--- src/rtl/robo_coletor_ctrl.sv ---
// Wall-following collector robot controller.
// One registered action per cycle (forward / turn / remove / standby), chosen from
// the head/left/under/barrier sensors. Rotation toward the wall and multi-unit
// debris removal run as uninterruptible sequences. A move budget, an optional dock
// stop and a turn-streak stuck detector park the robot in sticky standby states.
module robo_coletor_ctrl #(
  parameter int MAX_LIXO      = 3,
  parameter int SIZE_W        = 2,
  parameter int MOVE_W        = 8,
  parameter int MOVE_BUDGET   = 200,
  parameter int STUCK_LIMIT   = 8,
  parameter int TURNS_TO_WALL = 3,
  parameter int STOP_ON_UNDER = 0
) (
  input  logic              clock,
  input  logic              reset,
  input  logic              head,
  input  logic              left,
  input  logic              under,
  input  logic              barrier,
  input  logic [SIZE_W-1:0] lixo_size,
  output logic              forward,
  output logic              turn,
  output logic              remove,
  output logic              standby,
  output logic [MOVE_W-1:0] move_count,
  output logic              stuck,
  output logic              done
);

  localparam logic [2:0] ST_SEARCH = 3'd0;
  localparam logic [2:0] ST_FOLLOW = 3'd1;
  localparam logic [2:0] ST_ROT    = 3'd2;
  localparam logic [2:0] ST_FWD1   = 3'd3;
  localparam logic [2:0] ST_REM    = 3'd4;
  localparam logic [2:0] ST_HALT   = 3'd5;
  localparam logic [2:0] ST_STUCK  = 3'd6;

  localparam int STREAK_W = $clog2(STUCK_LIMIT + 1);
  localparam int ROT_W    = $clog2(TURNS_TO_WALL + 1);

  localparam logic [MOVE_W-1:0]   BUDGET_V = MOVE_W'(MOVE_BUDGET);
  localparam logic [STREAK_W-1:0] LIMIT_V  = STREAK_W'(STUCK_LIMIT);
  localparam logic [ROT_W-1:0]    ROT_V    = ROT_W'(TURNS_TO_WALL);
  localparam logic [SIZE_W-1:0]   MAX_V    = SIZE_W'(MAX_LIXO);
  localparam logic [SIZE_W-1:0]   ONE_SZ   = SIZE_W'(1);
  localparam logic [ROT_W-1:0]    ONE_ROT  = ROT_W'(1);

  logic [2:0]          state_q, state_d;
  logic                forward_q, forward_d;
  logic                turn_q, turn_d;
  logic                remove_q, remove_d;
  logic                standby_q, standby_d;
  logic [MOVE_W-1:0]   move_count_q, move_count_d;
  logic                stuck_q, stuck_d;
  logic                done_q, done_d;
  logic [STREAK_W-1:0] streak_q, streak_d;
  logic [ROT_W-1:0]    rot_cnt_q, rot_cnt_d;
  logic [SIZE_W-1:0]   rem_left_q, rem_left_d;
  logic                ret_follow_q, ret_follow_d;  // REM returns to FOLLOW when set

  logic [SIZE_W-1:0]   size_s;
  logic [ROT_W-1:0]    rot_next_s;
  logic                halt_now_s;
  logic                act_s;

  assign forward    = forward_q;
  assign turn       = turn_q;
  assign remove     = remove_q;
  assign standby    = standby_q;
  assign move_count = move_count_q;
  assign stuck      = stuck_q;
  assign done       = done_q;

  // Normalise the debris size: zero counts as one unit, oversize clamps to the maximum.
  always_comb begin
    size_s = lixo_size;
    if (lixo_size == {SIZE_W{1'b0}}) begin
      size_s = ONE_SZ;
    end else if (lixo_size > MAX_V) begin
      size_s = MAX_V;
    end else begin
      size_s = lixo_size;
    end
  end

  // Next-state and next-action decision; halts are only evaluated outside ROT/REM.
  always_comb begin
    state_d      = state_q;
    forward_d    = 1'b0;
    turn_d       = 1'b0;
    remove_d     = 1'b0;
    standby_d    = 1'b0;
    stuck_d      = stuck_q;
    done_d       = done_q;
    rot_cnt_d    = rot_cnt_q;
    rem_left_d   = rem_left_q;
    ret_follow_d = ret_follow_q;
    rot_next_s   = rot_cnt_q + ONE_ROT;
    halt_now_s   = (move_count_q == BUDGET_V) || ((STOP_ON_UNDER != 0) && under);
    case (state_q)
      ST_SEARCH, ST_FOLLOW, ST_FWD1: begin
        if (halt_now_s) begin
          state_d   = ST_HALT;
          standby_d = 1'b1;
          done_d    = 1'b1;
        end else if (streak_q == LIMIT_V) begin
          state_d   = ST_STUCK;
          standby_d = 1'b1;
          stuck_d   = 1'b1;
        end else if (barrier) begin
          // Entry cycle already issues the first remove.
          remove_d     = 1'b1;
          rem_left_d   = size_s - ONE_SZ;
          ret_follow_d = (state_q != ST_SEARCH);
          if (size_s == ONE_SZ) begin
            state_d = (state_q != ST_SEARCH) ? ST_FOLLOW : ST_SEARCH;
          end else begin
            state_d = ST_REM;
          end
        end else if ((state_q == ST_SEARCH) && !left) begin
          state_d   = ST_SEARCH;
          turn_d    = head;
          forward_d = !head;
        end else if ((state_q == ST_FOLLOW) && !left) begin
          // Wall lost: start rotating back toward it.
          turn_d    = 1'b1;
          rot_cnt_d = ONE_ROT;
          state_d   = (ONE_ROT >= ROT_V) ? ST_FWD1 : ST_ROT;
        end else begin
          // FOLLOW rules; also covers SEARCH finding the wall and the FWD1 step.
          state_d   = ST_FOLLOW;
          turn_d    = head;
          forward_d = !head;
        end
      end
      ST_ROT: begin
        turn_d    = 1'b1;
        rot_cnt_d = rot_next_s;
        if (rot_next_s >= ROT_V) begin
          state_d = ST_FWD1;
        end else begin
          state_d = ST_ROT;
        end
      end
      ST_REM: begin
        remove_d   = 1'b1;
        rem_left_d = rem_left_q - ONE_SZ;
        if (rem_left_q <= ONE_SZ) begin
          state_d = ret_follow_q ? ST_FOLLOW : ST_SEARCH;
        end else begin
          state_d = ST_REM;
        end
      end
      ST_HALT: begin
        standby_d = 1'b1;
        done_d    = 1'b1;
      end
      ST_STUCK: begin
        standby_d = 1'b1;
        stuck_d   = 1'b1;
      end
      default: begin
        state_d   = ST_SEARCH;
        standby_d = 1'b1;
      end
    endcase
  end

  // Saturating move counter and turn-streak counter driven by the chosen action.
  always_comb begin
    act_s        = forward_d | turn_d | remove_d;
    move_count_d = move_count_q;
    streak_d     = streak_q;
    if (act_s && (move_count_q != BUDGET_V)) begin
      move_count_d = move_count_q + MOVE_W'(1);
    end else begin
      move_count_d = move_count_q;
    end
    if (forward_d || remove_d) begin
      streak_d = {STREAK_W{1'b0}};
    end else if (turn_d && (streak_q != LIMIT_V)) begin
      streak_d = streak_q + STREAK_W'(1);
    end else begin
      streak_d = streak_q;
    end
  end

  // State and registered outputs; reset aborts any sequence in progress.
  always_ff @(posedge clock or posedge reset) begin
    if (reset) begin
      state_q      <= ST_SEARCH;
      forward_q    <= 1'b0;
      turn_q       <= 1'b0;
      remove_q     <= 1'b0;
      standby_q    <= 1'b1;
      move_count_q <= {MOVE_W{1'b0}};
      stuck_q      <= 1'b0;
      done_q       <= 1'b0;
      streak_q     <= {STREAK_W{1'b0}};
      rot_cnt_q    <= {ROT_W{1'b0}};
      rem_left_q   <= {SIZE_W{1'b0}};
      ret_follow_q <= 1'b0;
    end else begin
      state_q      <= state_d;
      forward_q    <= forward_d;
      turn_q       <= turn_d;
      remove_q     <= remove_d;
      standby_q    <= standby_d;
      move_count_q <= move_count_d;
      stuck_q      <= stuck_d;
      done_q       <= done_d;
      streak_q     <= streak_d;
      rot_cnt_q    <= rot_cnt_d;
      rem_left_q   <= rem_left_d;
      ret_follow_q <= ret_follow_d;
    end
  end

endmodule

--- config.mk ---
export PLATFORM = sky130hd
export DESIGN_NAME = robo_coletor_ctrl
export DESIGN_NICKNAME = d
export VERILOG_FILES = /design/src/rtl/robo_coletor_ctrl.sv
export SDC_FILE = /design/constraint.sdc
export NUM_CORES = 1
export LEC_CHECK = 0
export ABC_AREA = 1
export BUFFER_PORTS_ARGS = -buffer_cell sky130_fd_sc_hd__buf_2
export CAP_MARGIN = 20
export CORE_UTILIZATION = 50
export CTS_BUF_LIST = sky130_fd_sc_hd__clkbuf_4
export CTS_CLUSTER_SIZE = 20
export DETAILED_ROUTE_END_ITERATION = 10
export GPL_TIMING_DRIVEN = 0
export HOLD_SLACK_MARGIN = 0.02
export MAX_ROUTING_LAYER = met4
export PLACE_DENSITY = 0.74
export SLEW_MARGIN = 25
export SYNTH_ARGS = -nofsm -noshare
export SYNTH_HDL_FRONTEND = slang
export SYNTH_SLANG_ARGS = --single-unit
--- constraint.sdc ---
create_clock -name clock -period 1.4 [get_ports clock]
set_input_delay 0 -clock clock [delete_from_list [all_inputs] [get_ports clock]]
set_output_delay 0 -clock clock [all_outputs]
set_load 0.03 [all_outputs]
; Word-level counts from Yosys, hierarchy flattened
; Index checks and enable logic that the tools add are counted.
[totals]
ff_bits = 26
input_bits = 8
out_inout_bits = 14
word_cells = 115
[op_classes]
n_addsub = 5
magnitude_cmp = 3
eq_ne = 19
muxes = 49
bitwise_logic = 4
n_reduce_logical = 23
[op_table]
columns = operator, n
row1 = 2-bit 2-to-1 mux, 12
row2 = 1-bit 2-to-1 mux, 22
row3 = 2-bit inequality test (second input constant), 8
row4 = 3-bit 2-to-1 mux, 5
row5 = 3-bit one-hot mux with 4 select lines, 1
row6 = 1-bit one-hot mux with 2 select lines, 5
row7 = 2-bit nonzero test, 5
row8 = 3-bit == test (second input constant), 3
row9 = 8-bit by 1-bit adder with 8-bit output (second input constant), 1
row10 = 8-bit == test (second input constant), 1
row11 = 4-bit 2-to-1 mux, 2
row12 = 8-bit inequality test (second input constant), 1
row13 = 2-bit one-hot mux with 2 select lines, 2
row14 = 4-bit AND reduction, 2
row15 = 3-bit by 2-bit == test with 1-bit output (second input constant), 2
row16 = 6-bit AND reduction, 1
row17 = 4-bit by 1-bit adder with 4-bit output (second input constant), 1
row18 = 4-bit == test (second input constant), 1
row19 = 1-bit logical AND, 4
row20 = 4-bit inequality test (second input constant), 1
row21 = 2-bit OR reduction, 2
row22 = 2-bit by 1-bit subtractor with 2-bit output (second input constant), 2
row23 = 3-bit by 1-bit == test with 1-bit output (second input constant), 1
row24 = 3-bit zero test, 1
row25 = 14 further kinds, 17

; Logic depth before layout (Yosys ltp)
; Gate-level depths: netlist (run 1).
[depth]
ltp_word = 11
ltp_mapped = 13
mapped_depth_nobuf = 12

; Worst setup path before layout (run 1)
; Ideal clock, no wire load.
[synth_path]
kind = reg2reg
from = reg move_count_q[0] (netlist: move_count[0])
to = reg move_count_q[4] (netlist: move_count[4])
setup_time_ns = 0.118
arrival_time_ns = 1.599
required_ns = 1.282
setup_slack_ns = -0.318
path_stages_with_launch = 14
path_buffers = 1
period_less_slack_ns = 1.718
path_cell_list = dfrtp_1 > inv_1 > ha_1 > inv_1 > nor2_2 > nand2_4 > nand2_4 > nand2_4 > nand3_4 > inv_2 > buf_6 > nand2_1 > nand2_1 > nand2_1
[synth_via]
elab_chain_len = 6
word_cells_on_any_way = 12
cone_classes = add/sub (1) / eq/ne (2) / mux (6) / bitwise (2) / reduce/logical (1)
[synth_lines]
columns = element, line_no
row1 = from (decl), 54  ; logic [MOVE_W-1:0] move_count_q, move_count_d;
row2 = from (signal assigned), 197  ; move_count_q <= {MOVE_W{1'b0}};
row3 = from (signal assigned), 210  ; move_count_q <= move_count_d;
row4 = 8-bit == test, 100  ; halt_now_s = (move_count_q == BUDGET_V) || ((STOP_ON_UNDER != 0) && under);
row5 = 1-bit 2-to-1 mux, 103  ; if (halt_now_s) begin
row6 = 1-bit one-hot mux with 2 select lines or 1-bit 2-to-1 mux (tied branches), 101  ; case (state_q)
row7 = 1-bit bitwise OR (2 in a row), 172  ; act_s = forward_d | turn_d | remove_d;
row8 = 1-bit logical AND, 175  ; if (act_s && (move_count_q != BUDGET_V)) begin
; Parallel ways exist; a longest one is shown, timed or not.
; A chain may end at the register's enable or synchronous reset.

; Final worst setup path (run 1)
[layout_path]
from = reg streak_q[1]
to = reg streak_q[0]
[layout_via]
elab_chain_len = 6
word_cells_on_any_way = 15
cone_classes = eq/ne (2) / mux (10) / reduce/logical (3)
[layout_lines]
columns = element, line_no
row1 = from (decl), 57  ; logic [STREAK_W-1:0] streak_q, streak_d;
row2 = from (signal assigned), 200  ; streak_q <= {STREAK_W{1'b0}};
row3 = from (signal assigned), 213  ; streak_q <= streak_d;
row4 = 4-bit == test (*), 107  ; end else if (streak_q == LIMIT_V) begin
row5 = 1-bit 2-to-1 mux (*), 107
row6 = 1-bit 2-to-1 mux (*), 103
row7 = 1-bit one-hot mux with 2 select lines (*), 101
row8 = via remove_d, 52  ; logic remove_q, remove_d;
row9 = 1-bit logical OR (*), 180  ; if (forward_d || remove_d) begin
row10 = 4-bit 2-to-1 mux or 2-bit nonzero test (tied branches), -
; Mark *: on every way through the listed nets, which the timed path passes. The rest lies on a longest branch.

==> summary.md, run 1 <==
| Metric | Value |
|---|---|
| Worst-Skew Late Latency | `around 0.33 ns` |
| Crit path capture type | `flip-flop` |
| Relative slew slack | `between 60 and 70%` |
| Worst-Margin Slew | `0.545 ns` |
| Cell taking the most area after synthesis | `dfrtp_1` |
| Pwr/cell area | `2190 nW/um^2` |
| Final setup skew | `0.00262 ns` |
| Final GP Congestion | `0.857` |
| Distinct cells, synth | `30` |
| Final HPWL DP | `roughly 2.4 mm` |
| H-tree depth | `1` |
| Worst hold path class | `in2reg` |
| Die width | `roughly 58 um` |
| Setup Viol. Count Final | `19` |
| First-pass GRT wire length | `approximately 5.6 mm` |
| Crit-path max FO | `5` |
| Area contributors post-synth | `dfrtp_1 (40%), nand2_1 (13%), ha_1 (4.9%), inv_1 (4.9%), nand3_1 (4.9%)` |
| Status | `finished, violations left` |
| # diodes | `0` |
| Seq cells post-synth | `26` |
| Via count | `1442` |
| WL per Instance | `13.3 um` |
| Via density | `5.21` |
| Failing checks | `DRC, setup timing` |
| Slew Limit Fails | `0` |
| Final Hold Vio Count | `0` |
| Hold-critical path depth | `6` |
| Initial core utilization | `54.2%` |
| Clock root cell | `clkbuf_4` |
| Antenna violations before repair | `0` |
| R2r setup slk | `-0.22 ns` |
| TritonCTS clock tree | `built` |
| Syn Nets | `212` |
| Max Cap Viol | `0` |
| Clock transition at path regs | `0.15 ns` |
| Area delta synth->final | `36.1%` |
| EDFF count, synth | `0` |
| Sequential fraction of the synthesis area | `42.2%` |
| Die height | `57.6 um` |
| Post-Syn Area | `1550 um^2` |
| RSZ-0062 raised after global routing | `true` |
| Post-layout util | `73.7%` |
| Routed wire length | `3.68 mm` |
| Clock buffer depth | `2` |
| ANT nets after route | `0` |
| Synthesized instance count | `198` |
| Worst EP required | `1.68 ns` |
| Fmax | `roughly 620 MHz` |
| Full die area | `3320 um^2` |
| Total gr overflow | `0` |
| CTS buffer count | `3` |
| Final worst slack | `-0.220 ns` |
| Clock Sinks | `26` |
| Post-Place Worst Slack | `-0.299 ns` |
| Critical Path AT | `1.90 ns` |
| Static Leak | `~1.1 nW` |
| Tmin final | `1.62 ns` |
| Largest net degree at the start of global routing | `27` |
| Avg Inst Size Synth | `7.80 um^2` |
| Core box area | `2850 um^2` |
| Post-synth top flop | `dfrtp_1` |
| Top-area cell type share of the netlist area | `between 40% and 50%` |
| Final nets | `261` |
| Synth async-reset ratio | `100%` |
| Layout fillers | `between 200 and 250` |
| Number of global-route vias before repair | `1341` |
| Ports | `22` |
| Critical path class | `reg2reg` |
| DRC viols | `2` |
| DRT Pass-1 Iters | `7` |
| Worst Reg-to-Reg Cells | `11` |
| Total GRT Usage | `~22%` |
| Final period util | `116%` |
| PortBufs | `20` |
| Drt initial violations | `46` |
| CP Launch Type | `flip-flop` |
| Rows | `19` |
| Layout cell share with drive strength beyond 1 | `43.9%` |
| Synth Warn # | `0` |
| Max VDD drop | `1.55 mV` |
==> final timing paths <==
path	from	endpoint
min in group asynchronous	reset	move_count[7]
worst max register to register	streak_q[1]	streak_q[0]
worst max-delay path	streak_q[1]	streak_q[0]
worst min-delay path	head	forward
max in group asynchronous	reset	state_q[2]
worst min register to register	stuck	stuck
==> cells in the final DEF, fill, tap and decap left out, types with 2 or more instances in the layout <==
cell and instances:
nor3_1 4, o21ai_2 2, o21ai_0 3, buf_4 13, dfrtp_2 7, nand3_4 2, dfrtp_1 18, nand2_1 43
nand2_4 5, inv_4 2, a21oi_1 4, inv_1 16, inv_2 9, buf_2 20, nand3_1 10, nor2_4 5
ha_1 4, nand3b_1 2, dlygate4sd3_1 4, nand2_2 14, nor2_1 15, clkbuf_4 3, buf_6 8, xor2_1 3
nand3_2 5, o21ai_1 4, xnor2_1 2, a31oi_1 2, nor2_2 5
==> cell families after synthesis <==
kind of cell / share of synthesized area, %
xor+xnor: 3.40
mux: 0.729
fa+ha+maj: 4.86
flops: 42.2
simple gates: 35.1
compound gates: 6.40
buf+inv: 7.29
==> final cells by class <==
class | instances | area [um^2] | share of cell area [%]
Tap cell | 31 | 38.8 | 1.84
Sequential cell | 26 | 661 | 31.4
Buffer | 1 | 11.3 | 0.535
Clock buffer | 3 | 22.5 | 1.07
Clock inverter | 1 | 30.0 | 1.43
Multi-Input combinational cell | 144 | 917 | 43.6
Inverter | 27 | 106 | 5.06
Timing Repair Buffer | 44 | 317 | 15.1
==> synth_stat cells, types with 2 or more instances <==
cell type	count
ha_1	6
nand2_2	5
a21oi_1	4
nand2_4	3
nor2_1	19
nor3_1	4
inv_2	7
nand2_1	54
xnor2_1	2
o21ai_1	2
nor2_4	2
xor2_1	4
inv_1	20
nand3_1	15
a31oi_1	2
nand3b_1	2
o21ai_0	7
dfrtp_1	25
nor2_2	4
==> routing by layer <==
metal  part of all wire (%)  global-route usage (%)  vias up
li1                       -                       -      722
met1                     40                    25.7      674
met3                    4.8                    5.22        2
met4                   0.52                    4.53        0
met2                     54                    39.9       44
met5                      0                       -        -
==> through the flow <==
| step | TNS, ns | power, W | cell area, um^2 | hold WS (ns) | cells |
|---|---|---|---|---|---|
| global route | -4.27 | 0.00493 | 2100 | 0.0821 | 277 |
| CTS | -2.05 | 0.00414 | 1940 | 0.0456 | 270 |
| detailed placement | -3.14 | 0.00329 | 1710 | 0.281 | 249 |
| global placement | -2.46 | 0.00322 | 1710 | 0.264 | 249 |
| floorplan | -1.32 | 0.00283 | 1570 | 0.0390 | 198 |
| finish | -2.69 | 0.00460 | 2100 | 0.0603 | 277 |
==> critical path, stage by stage, from the launching register on <==
cell and delay, ns:
dfrtp_1 0.41, inv_1 0.07, ha_2 0.17, nand2_2 0.06
nor2_4 0.18, nor2_2 0.07, nand3_2 0.09, nand2_4 0.08
nor2_4 0.16, buf_6 0.12, nand2_2 0.04, nor2_2 0.10
==> state kept, by name (all words and copies together) (netlist names) <==
register / flops
state_q: 3
remove: 1
rem_left_q: 2
stuck: 1
move_count: 8
turn: 1
rot_cnt_q: 2
forward: 1
standby: 1
done: 1
ret_follow_q: 1
streak_q: 4
==> what timing repair did <==
item	in CTS	in global routing
pin swaps	5	13
resized for setup	13	36
hold buffers	4	0
cloned	0	1
setup endpoints to repair	17	21
buffers inserted	13	6
endpoints found under the hold margin	28	0
==> power by group <==
| group | switching (W) | total [W] | internal [W] |
|---|---|---|---|
| combinational | 0.00164 | 0.00276 | 0.00112 |
| sequential | 0.000254 | 0.00132 | 0.00106 |
| clock | 0.000237 | 0.000527 | 0.000290 |
| total | 0.00213 | 0.00460 | 0.00248 |
Power figures use the tool's default switching activity.
==> run 2: changes to the inputs <==
--- a/config.mk
+++ b/config.mk
@@ -5,11 +5,10 @@
 export SDC_FILE = /design/constraint.sdc
 export NUM_CORES = 1
 export LEC_CHECK = 0
-export ABC_AREA = 1
 export BUFFER_PORTS_ARGS = -buffer_cell sky130_fd_sc_hd__buf_2
 export CAP_MARGIN = 20
 export CORE_UTILIZATION = 50
-export CTS_BUF_LIST = sky130_fd_sc_hd__clkbuf_4
+export CTS_BUF_LIST = sky130_fd_sc_hd__clkbuf_8
 export CTS_CLUSTER_SIZE = 20
 export DETAILED_ROUTE_END_ITERATION = 10
 export GPL_TIMING_DRIVEN = 0
==> run 2 against run 1 <==
Effect of this change:
- power fell by 1.8%
- critical path type unchanged
- highest routed layer unchanged
- die area is 3.8% lower
- maximum frequency fell by 22%
- utilization shrank 2.0 points
- sequential power fell by 5%
- largest cell class unchanged
- sequential cell count did not move
- via count is 8.1% lower
- the flow finishes with violations (setup timing)
- synthesized cell count decreased by 26%
- global-route usage up 2.7 points
- largest power group unchanged
==> summary.md, run 2 <==
| Metric | Value |
|---|---|
| Status | `finished, violations left` |
| Failing checks | `setup timing` |
| Most frequent cell after synthesis | `dfrtp_1` |
| Clock transition at path regs | `0.09 ns` |
| Post-Place Worst Slack | `-0.816 ns` |
| Slew Limit Fails | `0` |
| Layout cell share with drive strength beyond 1 | `46.2%` |
| Synth Area in Adders | `5.06%` |
| Critical path class | `reg2reg` |
| Fmax | `482 MHz` |
| Via density | `5.76` |
| Crit Reg-Reg Startpoint | `move_count[0]` |
| Crit path max-delay cell type | `or4b_4` |
| Reg-to-Reg End | `move_count[1]` |
| DRC viols | `0` |
| Total GRT Usage | `between 20% and 30%` |
| Sequential fraction of the synthesis area | `43.9%` |
| Max VDD drop | `1.76 mV` |
| HP Start | `barrier` |
| Final setup skew | `0.00879 ns` |
| Final period util | `148%` |
| Synth async-reset ratio | `100%` |
| PortBufs | `20` |
| Largest family of logic cells by synthesized area | `compound AO/OA/AOI/OAI gates` |
| Most common cell after layout, fill and taps aside | `buf_4` |
| # diodes | `0` |
| Relative slew slack | `between 50% and 60%` |
| Simple-Gate Fraction of Synth Area | `16.5%` |
| CTS buffer count | `3` |
| Die width | `56.5 um` |
| Routed wire length | `between 3 and 4 mm` |
| WL per Instance | `15.9 um` |
| TritonCTS clock tree | `built` |
| Clock Sinks | `26` |
| Crit path capture type | `flip-flop` |
| Setup Viol. Count Final | `26` |
| Final Total Pwr | `0.00452 W` |
| Worst-Margin Slew | `0.730 ns` |
| Most frequent cells after synthesis | `dfrtp_1 (25), inv_1 (12), nand2_1 (12)` |
| Tmin final | `2.07 ns` |
| Cell taking the most area after synthesis | `dfrtp_1` |
| Core box area | `2780 um^2` |
| Post-route insts no fill | `230` |
| Clock buffer depth | `2` |
| Max Cap Viol | `0` |
| Total gr overflow | `0` |
| Post-DP Area | `1650 um^2` |
| Full die area | `about 3200 um^2` |
| Clock root cell | `clkbuf_8` |
| ANT nets after route | `0` |
| Worst-Skew Late Latency | `~0.27 ns` |
| Critical Path AT | `2.22 ns` |
| Synth Warn # | `0` |
| Most frequent cells in the layout | `buf_4 (26), dfrtp_1 (20), buf_2 (20), nand2_1 (12), inv_1 (9)` |
| Worst Reg-to-Reg Cells | `7` |
| CP Launch Type | `flip-flop` |
| Post-synthesis mux area share | `2.95%` |
| Final HPWL DP | `2.11 mm` |
| Avg Inst Size Synth | `10.2 um^2` |
| First-pass GRT wire length | `6.03 mm` |
| Final Hold Vio Count | `0` |
| Final worst slack | `-0.675 ns` |
| CP Cell Sequence | `inv_2 > ha_4 > nand4b_1 > o21ai_2 > or4b_4 > a31oi_4 > mux2_4` |
| Setup TNS Final | `-12.15 ns` |
| Xor and xnor area share after synthesis | `4.13%` |
| Area delta synth->final | `34.5%` |
| Hold-critical path depth | `4` |
| Hold Path End | `ret_follow_q` |
| Rows | `19` |
| RSZ-0062 raised after global routing | `true` |
| Syn Nets | `160` |
| H-tree depth | `1` |
| CP peak stage delay | `0.57 ns` |
| Worst hold path class | `in2reg` |
| Static Leak | `0.928 nW` |
| R2r setup slk | `-0.67 ns` |
| Max reg flops | `8` |
| Antenna violations before repair | `0` |
| Via count | `1325` |
| Die height | `56.5 um` |
| Crit-path max FO | `4` |
| Final GP Congestion | `0.869` |
| Initial core utilization | `53.4%` |
| Final nets | `214` |
| Largest net degree at the start of global routing | `27` |
| DRT Pass-1 Iters | `4` |
| EDFF count, synth | `0` |
| Post-Syn Area | `1480 um^2` |
| Ports | `22` |
| Drt initial violations | `82` |
| Worst EP required | `1.55 ns` |
| Distinct cells, synth | `50` |
| Compound-cell area share of the yosys netlist | `between 10% and 20%` |
| Top-area cell type share of the netlist area | `42.2%` |
| Number of global-route vias before repair | `1325` |
| Synthesized instance count | `146` |
| Final instance area | `about 2000 um^2` |
| Post-synth top flop | `dfrtp_1` |
| Seq cells post-synth | `26` |
| Placed Cells incl. Taps | `197` |
| Pwr/cell area | `approximately 2300 nW/um^2` |
| Area contributors post-synth | `dfrtp_1 (42%), ha_1 (5.1%), xor2_1 (3.5%), a21oi_1 (3.0%), o21ai_0 (3.0%)` |
## run 2: changes by cell type after synthesis, moves of 5 or more
cell | before | now
nand2_1 | 54 | 12
inv_1 | 20 | 12
inv_2 | 7 | 1
nor2_1 | 19 | 7
nand2_2 | 5 | 0
a21oi_1 | 4 | 9
nand3_1 | 15 | 5
## run 2: cells by family after synthesis
group,Yosys count
fa+ha+maj,6
flops,26
buf+inv,20
simple gates,43
compound gates,40
mux,4
xor+xnor,7
## run 2: routing by layer
layer  wire [um]  track usage, %  vias to the layer above
met4          54            9.76                        0
met1        1570            31.6                      637
li1            -               -                      621
met3         216            3.69                        6
met2        1820            40.8                       61
met5           0               -                        -
## run 2: worst max-delay path, delay by kind of cell, from the launching register on
kind / cells / cell delay (ns)
and+or+nand+nor: 2 / 0.77
DFF: 1 / 0.38
muxes: 1 / 0.31
AOI/OAI and AO/OA: 2 / 0.29
adders and majority gates: 1 / 0.15
buffers and inverters: 1 / 0.06
## run 2: timing repair
| action | CTS | global route |
|---|---|---|
| endpoints found under the hold margin | 25 | 0 |
| cloned | 1 | 0 |
| hold buffers | 1 | 0 |
| gates resized for setup | 11 | 5 |
| endpoints found under the setup margin | 25 | 26 |
| buffers inserted | 25 | 4 |
| pin swaps | 11 | 7 |
## run 2: final cells by class
class,count,area [um^2]
tap,31,38.8
sequential,26,658
multi-input combinational,100,806
buffer,6,60.1
clock buffer,3,41.3
inverter,13,48.8
fill,190,786
timing repair buffer,50,339
clock inverter,1,3.75
## run 2: stage by stage
stage	hold WS [ns]	util (%)
2_1_floorplan	0.0389	-
3_3_place_gp	0.260	59.3
3_5_place_dp	0.278	59.3
4_1_cts	0.115	69.9
5_1_grt	0.136	71.7
6_report	0.127	71.7
## run 2: worst max-delay path by stage
| stage | start | to | slack (ns) | cells past startpoint |
|---|---|---|---|---|
| 2_1_floorplan | move_count[0] | move_count[1] | -0.79 | 8 |
| 3_3_place_gp | move_count[0] | move_count[1] | -0.80 | 8 |
| 3_5_place_dp | move_count[0] | move_count[1] | -0.82 | 8 |
| 4_1_cts | move_count[4] | rem_left_q[0] | -0.68 | 6 |
| 5_1_grt | move_count[4] | move_count[1] | -0.73 | 6 |
| 6_report | move_count[0] | move_count[1] | -0.67 | 7 |
## run 2: power breakdown
group,internal (W),leakage (nW),total [W],switching (W)
Sequential,0.00107,0.316,0.00126,0.000190
Combinational,0.00131,0.586,0.00284,0.00152
Clock,0.000196,0.0269,0.000422,0.000226
Total,0.00258,0.928,0.00452,0.00194
==> run 3: changes to the inputs <==
--- a/config.mk
+++ b/config.mk
@@ -5,7 +5,7 @@
 export SDC_FILE = /design/constraint.sdc
 export NUM_CORES = 1
 export LEC_CHECK = 0
-export BUFFER_PORTS_ARGS = -buffer_cell sky130_fd_sc_hd__buf_2
+export BUFFER_PORTS_ARGS = -buffer_cell sky130_fd_sc_hd__buf_4
 export CAP_MARGIN = 20
 export CORE_UTILIZATION = 50
 export CTS_BUF_LIST = sky130_fd_sc_hd__clkbuf_8
@@ -15,6 +15,7 @@
 export HOLD_SLACK_MARGIN = 0.02
 export MAX_ROUTING_LAYER = met4
 export PLACE_DENSITY = 0.74
+export SETUP_SLACK_MARGIN = 0.15
 export SLEW_MARGIN = 25
 export SYNTH_ARGS = -nofsm -noshare
 export SYNTH_HDL_FRONTEND = slang
==> run 3 against run 2 <==
Effect of this change:
- the flow still finishes with violations (setup timing)
- clock skew down 0.0070 ns
- die area unchanged
- clock power up 17%
- sequential power up 5%
==> summary.md, run 3 (same netlist as run 2, synthesis figures left out) <==
| Metric | Value |
|---|---|
| CP delay by family, top | `simple AND/OR/NAND/NOR gates` |
| Status | `finished, violations left` |
| Number of global-route vias before repair | `around 1400` |
| Routed wire length | `4.28 mm` |
| # diodes | `0` |
| Worst-Margin Slew | `~0.8 ns` |
| Ports | `22` |
| Max VDD drop | `2.02 mV` |
| First-pass GRT wire length | `6.53 mm` |
| Worst EP required | `1.56 ns` |
| RSZ-0062 raised after global routing | `true` |
| Clock transition at path regs | `0.09 ns` |
| Largest net degree at the start of global routing | `27` |
| Final setup skew | `0.00182 ns` |
| Via count | `1366` |
| Max reg flops | `8` |
| Clock Sinks | `26` |
| Setup Viol. Count Final | `26` |
| Final GP Congestion | `0.888` |
| Final HPWL DP | `2.23 mm` |
| DRC viols | `0` |
| WL per Instance | `about 19 um` |
| Buffers and inverters on the worst path | `2` |
| Tmin final | `2.24 ns` |
| Area delta synth->final | `50.0%` |
| Clock root cell | `clkbuf_8` |
| Post-layout util | `80.0%` |
| Crit path max-delay cell type | `or4b_4` |
| Static Leak | `~0.96 nW` |
| DRT Pass-1 Iters | `4` |
| Multi-input logic area | `953 um^2` |
| CP Launch Type | `flip-flop` |
| Via density | `6.02` |
| Antenna violations before repair | `0` |
| Layout fillers | `153` |
| Initial core utilization | `between 50% and 60%` |
| Max Cap Viol | `0` |
| Relative slew slack | `a little under half` |
| Core box area | `2780 um^2` |
| Clock buffer depth | `2` |
| ANT nets after route | `0` |
| Die height | `56.5 um` |
| Rows | `19` |
| Most frequent cells in the layout | `buf_4 (37), dfrtp_1 (19), buf_6 (12), nand2_1 (11)` |
| Layout cell share with drive strength beyond 1 | `57.1%` |
| Final worst slack | `-0.839 ns` |
| Most common cell after layout, fill and taps aside | `buf_4` |
| Reg area | `659 um^2` |
| Post-Place Worst Slack | `-0.829 ns` |
| Hold Slack | `0.101 ns` |
| Critical path class | `reg2reg` |
| Crit path capture type | `flip-flop` |
| CP peak stage delay | `0.53 ns` |
| Drt initial violations | `44` |
| Pwr/cell area | `2230 nW/um^2` |
| Final nets | `211` |
| Die width | `56.5 um` |
| PortBufs | `20` |
| Slew Limit Fails | `0` |
| TritonCTS clock tree | `built` |
| Final Hold Vio Count | `0` |
| CP Cell Sequence | `inv_2 > ha_4 > nand4b_1 > o21ai_2 > or4b_4 > buf_6 > a31oi_4 > mux2_4` |
| Full die area | `between 3000 and 4000 um^2` |
| Crit-path max FO | `3` |
| Total gr overflow | `0` |
| Critical Path AT | `2.40 ns` |
| Worst-Skew Late Latency | `0.27 ns` |
| R2r setup slk | `-0.84 ns` |
| Failing checks | `setup timing` |
| Total GRT Usage | `approximately 27%` |
| Worst hold path class | `in2reg` |
| Final period util | `160%` |
| Fmax | `roughly 450 MHz` |
| CTS buffer count | `3` |
| H-tree depth | `1` |
-- run 3: changes by cell type in the layout (fill, tap and decap cells not counted), sizes merged --
cell | previous run | this run
buf | 54 | 51
clkbuf | 4 | 5
inv | 14 | 13
-- run 3: repair_timing --
action / 4_1_cts / 5_1_grt
gates resized for setup: 50 / 13
hold endpoints to repair: 25 / 25
cloned: 1 / 0
pin swaps: 17 / 13
setup endpoints to repair: 26 / 26
setup buffers: 20 / 4
-- run 3: power breakdown --
part	leakage [nW]	internal, W	total, W	switching [W]
combinational	0.620	0.00146	0.00315	0.00170
clock	0.0288	0.000252	0.000495	0.000243
sequential	0.314	0.00107	0.00132	0.000242
total	0.963	0.00278	0.00496	0.00218
-- run 3: final cells by class --
type,count,area share [%]
buffer,7,3.54
timing repair buffer,46,17.4
clock buffer,4,2.47
inverter,13,2.42
tap,31,1.74
multi-input combinational,100,42.8
sequential,26,29.6
-- run 3: per-stage QoR --
| stage | power, W | instances | instance area [um^2] | setup TNS [ns] |
|---|---|---|---|---|
| after floorplan | 0.00285 | 146 | 1510 | -10.69 |
| after global placement | 0.00334 | 197 | 1700 | -12.33 |
| after detailed placement | 0.00342 | 197 | 1700 | -13.32 |
| after CTS | 0.00462 | 222 | 2110 | -12.60 |
| after global routing | 0.00521 | 227 | 2230 | -17.38 |
| final | 0.00496 | 227 | 2230 | -14.77 |
-- run 3: worst paths after layout --
check                               from       endpoint  cells after the start
max reg2reg                move_count[0]  move_count[1]                      8
min reg2reg                        stuck          stuck                      2
max                        move_count[0]  move_count[1]                      8
min in group asynchronous          reset         remove                      3
max in group asynchronous          reset     state_q[2]                      3
min                                 left     state_q[1]                      4
-- run 3: per-layer routing --
layer | wire length [um] | track usage (%) | up-vias
met1 | 1650 | 32.0 | 668
met2 | 2250 | 47.2 | 59
li1 | - | - | 618
met5 | 0 | - | -
met3 | 183 | 3.23 | 21
met4 | 195 | 11.1 | 0
-- run 3: worst reg2reg max path, stage by stage (launching register included) --
cell and delay, ns:
dfrtp_2 0.40, inv_2 0.06, ha_4 0.16, nand4b_1 0.20
o21ai_2 0.11, or4b_4 0.53, buf_6 0.15, a31oi_4 0.19
mux2_4 0.33
